<file path="src/rtl/flash_boot_loader.sv">
// Boot-time copy engine: streams the flash ROM image into instruction memory and holds the core in reset until it is done.
// Optional running checksum of the copied image is enabled with `define FLASH_BOOT_CHECKSUM_EN.
module flash_boot_loader #(
  parameter int ROM_ADDR_WIDTH = 10,
  parameter int DATA_WIDTH     = 16,
  parameter int BOOT_LENGTH    = 1024
) (
  input  logic                      clk,
  input  logic                      sync_rst,
  input  logic                      BootStart,
  output logic [ROM_ADDR_WIDTH-1:0] RomAddress,
  input  logic [DATA_WIDTH-1:0]     RomValue,
  output logic                      IMemWriteValid,
  input  logic                      IMemWriteReady,
  output logic [ROM_ADDR_WIDTH-1:0] IMemWriteAddr,
  output logic [DATA_WIDTH-1:0]     IMemWriteData,
  output logic                      CoreResetHold,
  output logic                      BootBusy,
`ifdef FLASH_BOOT_CHECKSUM_EN
  output logic [DATA_WIDTH-1:0]     BootChecksum,
`endif
  output logic                      BootDone
);

  typedef enum logic [1:0] {IDLE, COPY, DONE} state_t;

  // Last word index; the counter stops here so a full-size image never wraps.
  localparam logic [ROM_ADDR_WIDTH-1:0] LAST_WORD = ROM_ADDR_WIDTH'(BOOT_LENGTH - 1);
  localparam logic [ROM_ADDR_WIDTH-1:0] ONE       = ROM_ADDR_WIDTH'(1);

  state_t                    state, stateNext;
  logic [ROM_ADDR_WIDTH-1:0] count, countNext;
  logic                      transfer;

  always_ff @(posedge clk) begin
    if (sync_rst) begin
      state <= IDLE;
      count <= '0;
    end else begin
      state <= stateNext;
      count <= countNext;
    end
  end

  always_comb begin
    stateNext      = state;
    countNext      = count;
    transfer       = 1'b0;
    IMemWriteValid = 1'b0;
    CoreResetHold  = 1'b1;
    BootBusy       = 1'b0;
    BootDone       = 1'b0;
    case (state)
      IDLE: begin
        stateNext = COPY;
        countNext = '0;
      end
      COPY: begin
        IMemWriteValid = 1'b1;
        BootBusy       = 1'b1;
        if (IMemWriteReady) begin
          transfer = 1'b1;
          if (count == LAST_WORD) begin
            stateNext = DONE;
          end else begin
            countNext = count + ONE;
          end
        end
      end
      DONE: begin
        BootDone      = 1'b1;
        CoreResetHold = 1'b0;
        if (BootStart) begin
          stateNext = COPY;
          countNext = '0;
        end
      end
      default: begin
        stateNext = IDLE;
        countNext = '0;
      end
    endcase
  end

  assign RomAddress    = count;
  assign IMemWriteAddr = count;
  assign IMemWriteData = RomValue;

`ifdef FLASH_BOOT_CHECKSUM_EN
  logic [DATA_WIDTH-1:0] checksum;

  // Restarted on every entry into COPY so a reload reports only the new image.
  always_ff @(posedge clk) begin
    if (sync_rst) begin
      checksum <= '0;
    end else if (state != COPY && stateNext == COPY) begin
      checksum <= '0;
    end else if (transfer) begin
      checksum <= checksum + RomValue;
    end
  end

  assign BootChecksum = checksum;
`endif

endmodule
</file>
<file path="config.mk">
export PLATFORM = sky130hd
export DESIGN_NAME = flash_boot_loader
export DESIGN_NICKNAME = d
export VERILOG_FILES = /design/src/rtl/flash_boot_loader.sv
export SDC_FILE = /design/constraint.sdc
export NUM_CORES = 1
export LEC_CHECK = 0
export BUFFER_PORTS_ARGS = -buffer_cell sky130_fd_sc_hd__buf_2
export CAP_MARGIN = 15
export CORE_MARGIN = 1
export CORE_UTILIZATION = 46
export CTS_BUF_LIST = sky130_fd_sc_hd__clkbuf_8
export CTS_CLUSTER_DIAMETER = 40
export CTS_CLUSTER_SIZE = 16
export DETAILED_ROUTE_END_ITERATION = 7
export GPL_ROUTABILITY_DRIVEN = 0
export PLACE_DENSITY = 0.87
export SETUP_SLACK_MARGIN = 0.2
export SLEW_MARGIN = 20
export SYNTH_ARGS = -nofsm -noshare
export SYNTH_HDL_FRONTEND = slang
export SYNTH_SLANG_ARGS = --single-unit
</file>
<file path="constraint.sdc">
create_clock -name clk -period 3.69 [get_ports clk]
set_input_delay 0.5535 -clock clk [delete_from_list [all_inputs] [get_ports clk]]
set_output_delay 0.5535 -clock clk [all_outputs]
set_load 0.01 [all_outputs]
</file>
==> report_table.html <==
<table>
<tr><th>Metric</th><th>Value</th></tr>
<tr><th colspan="2">Status</th></tr>
<tr><td>Run status</td><td>complete, no violations</td></tr>
<tr><th colspan="2">Floorplan</th></tr>
<tr><td>Num ports</td><td>60</td></tr>
<tr><td>Die area</td><td>approximately 2100 um^2</td></tr>
<tr><td>Die height</td><td>around 46 um</td></tr>
<tr><td>Initial Util</td><td>0.507</td></tr>
<tr><td>Cell row count</td><td>15</td></tr>
<tr><td>Die Span X</td><td>46.3 um</td></tr>
<tr><td>Placeable core region</td><td>1780 um^2</td></tr>
<tr><th colspan="2">Drt</th></tr>
<tr><td>Number of iterations in the first detailed-routing pass</td><td>4</td></tr>
<tr><td>DRC</td><td>0</td></tr>
<tr><td>Number of nets with antenna violations after detailed routing</td><td>0</td></tr>
<tr><td>Wirelength per Cell</td><td>about 13 um</td></tr>
<tr><td>Via-to-Cell Ratio</td><td>between 5 and 6</td></tr>
<tr><td>Via count</td><td>832</td></tr>
<tr><td>DR iter-0 viols</td><td>44</td></tr>
<tr><td>Final wirelength</td><td>1910 um</td></tr>
<tr><th colspan="2">Layout</th></tr>
<tr><td>Area growth from synthesis to layout</td><td>-1.24%</td></tr>
<tr><td>Inserted Diodes</td><td>0</td></tr>
<tr><td>Fraction of final layout cells with drive strength greater than 1</td><td>0.297</td></tr>
<tr><td>Fin nets</td><td>approximately 140</td></tr>
<tr><th colspan="2">Clock tree</th></tr>
<tr><td>CTS tree</td><td>done</td></tr>
<tr><td>Number of clock sinks seen by CTS</td><td>12</td></tr>
<tr><td>Clock slew at the register clock pins of the worst setup and hold paths</td><td>0.05 ns</td></tr>
<tr><td>Cts-stage hold buffer count</td><td>0</td></tr>
<tr><td>Number of resized instances in the post-cts repair step</td><td>0</td></tr>
<tr><td>Post-CTS setup buffer count</td><td>0</td></tr>
<tr><td>Buffer levels on the longest clock path</td><td>2</td></tr>
<tr><td>CTS buffer count</td><td>3</td></tr>
<tr><td>Clock insertion delay at the later pin of the skew report</td><td>0.24 ns</td></tr>
<tr><td>Clock Root Buffer</td><td>sky130_fd_sc_hd__clkbuf_8</td></tr>
<tr><td>H-tree depth</td><td>1</td></tr>
<tr><th colspan="2">Timing</th></tr>
<tr><td>Clk_skew</td><td>0.00114 ns</td></tr>
<tr><td>Number of hold violations in the final report</td><td>0</td></tr>
<tr><td>Final min period</td><td>1.86 ns</td></tr>
<tr><td>Final count of negative-setup-slack endpoints</td><td>0</td></tr>
<tr><td>Setup repair after global routing missed its margin</td><td>no</td></tr>
<tr><td>Upper clock frequency limit</td><td>537 MHz</td></tr>
<tr><td>Min setup slack post-route</td><td>1.83 ns</td></tr>
<tr><td>Worst rel slew slack</td><td>0.615</td></tr>
<tr><td>Period utilisation layout</td><td>0.505</td></tr>
<tr><td>Max-slew violation count</td><td>0</td></tr>
<tr><td>Min Hold Slack</td><td>approximately 0.51 ns</td></tr>
<tr><td>Final-layout setup total negative slack</td><td>0 ns</td></tr>
<tr><td>Worst-margin pin slew</td><td>between 0.5 and 0.6 ns</td></tr>
<tr><th colspan="2">GRT</th></tr>
<tr><td>Global-route wire length before repair</td><td>between 3000 and 4000 um</td></tr>
<tr><td>Total global routing overflow</td><td>0</td></tr>
<tr><td>Number of global-route vias before repair</td><td>about 740</td></tr>
<tr><td>Number of antenna violations at the first check in global routing</td><td>0</td></tr>
<tr><td>Largest net degree at the start of global routing</td><td>12</td></tr>
<tr><td>Global-route total usage across every layer</td><td>0.201</td></tr>
<tr><th colspan="2">Setup path</th></tr>
<tr><td>Endpoint class of the critical path</td><td>output pin</td></tr>
<tr><td>Kind of cell with the highest combined delay on the critical path</td><td>buffers and inverters</td></tr>
<tr><td>Largest stage delay on the critical path</td><td>between 0.3 and 0.4 ns</td></tr>
<tr><td>Element type at the critical path start</td><td>register</td></tr>
<tr><td>Data required, critical path</td><td>3.14 ns</td></tr>
<tr><td>Data arrival, critical path</td><td>approximately 1.3 ns</td></tr>
<tr><td>Number of buffers and inverters on the critical path</td><td>2</td></tr>
<tr><td>Crit-path slowest cell</td><td>sky130_fd_sc_hd__dfxtp_1</td></tr>
<tr><td>List of cells traversed by the critical path</td><td>nand2b_1 -&gt; inv_1 -&gt; buf_2</td></tr>
<tr><td>Category of the most critical setup path</td><td>reg -&gt; out</td></tr>
<tr><td>Peak fanout along the critical path</td><td>8</td></tr>
<tr><th colspan="2">Power and ir drop</th></tr>
<tr><td>Switching power of the nets</td><td>0.0000691 W</td></tr>
<tr><td>Part of the total power dissipated in combinational logic</td><td>0.109</td></tr>
<tr><td>Cell internal power dissipation</td><td>between 0.0002 and 0.00025 W</td></tr>
<tr><td>Switching Share</td><td>0.242</td></tr>
<tr><td>Sequential power share</td><td>0.475</td></tr>
<tr><td>Static Leak</td><td>0.390 nW</td></tr>
<tr><td>Post-layout total power</td><td>between 0.0002 and 0.0003 W</td></tr>
<tr><td>Power per cell area</td><td>319 nW/um^2</td></tr>
<tr><td>VDD IR-drop max</td><td>around 190 uV</td></tr>
<tr><td>Clock Power Share</td><td>0.416</td></tr>
<tr><th colspan="2">Yosys</th></tr>
<tr><td>Distinct cells, synth</td><td>37</td></tr>
<tr><td>Number of enable flip-flop cells after synthesis</td><td>0</td></tr>
<tr><td>Synth Net Count</td><td>approximately 140</td></tr>
<tr><td>Cell area after synthesis</td><td>905 um^2</td></tr>
<tr><td>Number of instances in the synthesized netlist</td><td>between 100 and 150</td></tr>
<tr><td>Most instantiated flip-flop cell in the synthesis netlist</td><td>sky130_fd_sc_hd__dfxtp_1</td></tr>
<tr><td>Library cell with the largest summed area after synthesis</td><td>sky130_fd_sc_hd__dfxtp_1</td></tr>
<tr><td>Post-Syn Area per Cell</td><td>between 7 and 8 um^2</td></tr>
<tr><td>Seq cells post-synth</td><td>12</td></tr>
<tr><td>Sequential cell area fraction in the yosys report</td><td>0.266</td></tr>
<tr><td>Share of Yosys cell area claimed by the top area cell type</td><td>0.266</td></tr>
<tr><td>Most area-consuming cells after synthesis</td><td>sky130_fd_sc_hd__dfxtp_1 27%, sky130_fd_sc_hd__buf_4 23%, sky130_fd_sc_hd__nand2_1 5.0%</td></tr>
<tr><td>Fraction of registers with async set or reset after synthesis</td><td>0</td></tr>
<tr><td>Synth warn</td><td>0</td></tr>
<tr><th colspan="2">Placed design</th></tr>
<tr><td>Placement Setup Slack</td><td>between 1.5 and 2 ns</td></tr>
<tr><td>Input/output buffers</td><td>27</td></tr>
<tr><td>Total half-perimeter wirelength after legalization and detailed placement</td><td>between 1000 and 1500 um</td></tr>
<tr><th colspan="2">Worst hold path</th></tr>
<tr><td>Type of the tightest min-delay check</td><td>reg -&gt; reg</td></tr>
<tr><th colspan="2">Run</th></tr>
<tr><td>Number of max-cap violations</td><td>0</td></tr>
</table>
## worst paths after layout
path	startpoint	endpoint	slack, ns	cells past startpoint
max	state[1]$_SDFFE_PP0P_	IMemWriteValid	1.83	3
min	state[1]$_SDFFE_PP0P_	state[0]$_SDFFE_PP0P_	0.51	1
max reg2reg	IMemWriteAddr[0]$_SDFFE_PP0P_	IMemWriteAddr[0]$_SDFFE_PP0P_	1.90	5
min reg2reg	state[1]$_SDFFE_PP0P_	state[0]$_SDFFE_PP0P_	0.51	1
## through the flow
step | area, um^2 | instances | utilization
floorplan | 905 | 118 | -
global placement | 852 | 140 | 0.478
detailed placement | 852 | 140 | 0.478
CTS | 893 | 143 | 0.501
global route | 893 | 143 | 0.501
finish | 893 | 143 | 0.501
## cell usage in the layout, fill, tap and decap left out, types with 3 or more instances in the layout
cell | netlist | routed
sky130_fd_sc_hd__a211oi_1 | 3 | 3
sky130_fd_sc_hd__a31oi_1 | 4 | 4
sky130_fd_sc_hd__buf_2 | 0 | 27
sky130_fd_sc_hd__clkbuf_8 | 0 | 3
sky130_fd_sc_hd__dfxtp_1 | 12 | 12
sky130_fd_sc_hd__inv_1 | 7 | 7
sky130_fd_sc_hd__nand2_1 | 12 | 12
sky130_fd_sc_hd__nand3_1 | 5 | 5
sky130_fd_sc_hd__nor2_1 | 8 | 8
sky130_fd_sc_hd__nor3_1 | 3 | 3
sky130_fd_sc_hd__o21ai_0 | 3 | 3
## synth_stat cells (2+ instances only)
| cell type | n |
|---|---|
| sky130_fd_sc_hd__or4_1 | 2 |
| sky130_fd_sc_hd__a21o_1 | 2 |
| sky130_fd_sc_hd__o31ai_1 | 2 |
| sky130_fd_sc_hd__inv_1 | 7 |
| sky130_fd_sc_hd__o21ai_0 | 3 |
| sky130_fd_sc_hd__nor2b_1 | 2 |
| sky130_fd_sc_hd__a211oi_1 | 3 |
| sky130_fd_sc_hd__o211ai_1 | 2 |
| sky130_fd_sc_hd__nand2_1 | 12 |
| sky130_fd_sc_hd__a31oi_1 | 4 |
| sky130_fd_sc_hd__dfxtp_1 | 12 |
| sky130_fd_sc_hd__a21oi_1 | 2 |
| sky130_fd_sc_hd__nand3_1 | 5 |
| sky130_fd_sc_hd__buf_4 | 28 |
| sky130_fd_sc_hd__nor3_1 | 3 |
| sky130_fd_sc_hd__nor2_1 | 8 |
## final cells by class
class / count / area [um^2]
Inverter: 7 / 26.3
Clock buffer: 3 / 41.3
Sequential cell: 12 / 240
Multi-Input combinational cell: 69 / 419
Fill cell: 170 / 890
Timing Repair Buffer: 27 / 135
Tap cell: 25 / 31.3
## cells by family (layout without fill, tap and decap cells)
group | after synthesis | count (layout) | synth area share
AO/OA/AOI/OAI | 27 | 27 | 0.219
adder cells (fa/ha/maj) | 1 | 1 | 0.0138
buffers and inverters | 37 | 37 | 0.271
flip-flops | 12 | 12 | 0.266
AND/OR/NAND/NOR | 41 | 41 | 0.231
## registers in the layout (all words and copies together), names as in the netlist
register	cells
state	2
IMemWriteAddr	10
## power by group through the flow
stage	clock network, W	registers [W]	logic, W
CTS	0.000121	0.000135	0.0000310
detailed placement	0	0.000138	0.0000308
floorplan	0	0.000138	0.0000407
global route	0.000127	0.000136	0.0000335
finish	0.000118	0.000135	0.0000311
global placement	0	0.000138	0.0000293
## per-layer routing
layer,GRT usage,vias up,wire [um]
met5,0,-,0
met4,0.153,0,61
met3,0.0549,10,175
met2,0.325,55,912
met1,0.220,368,763
li1,-,399,-
Power figures use the tool's default switching activity.
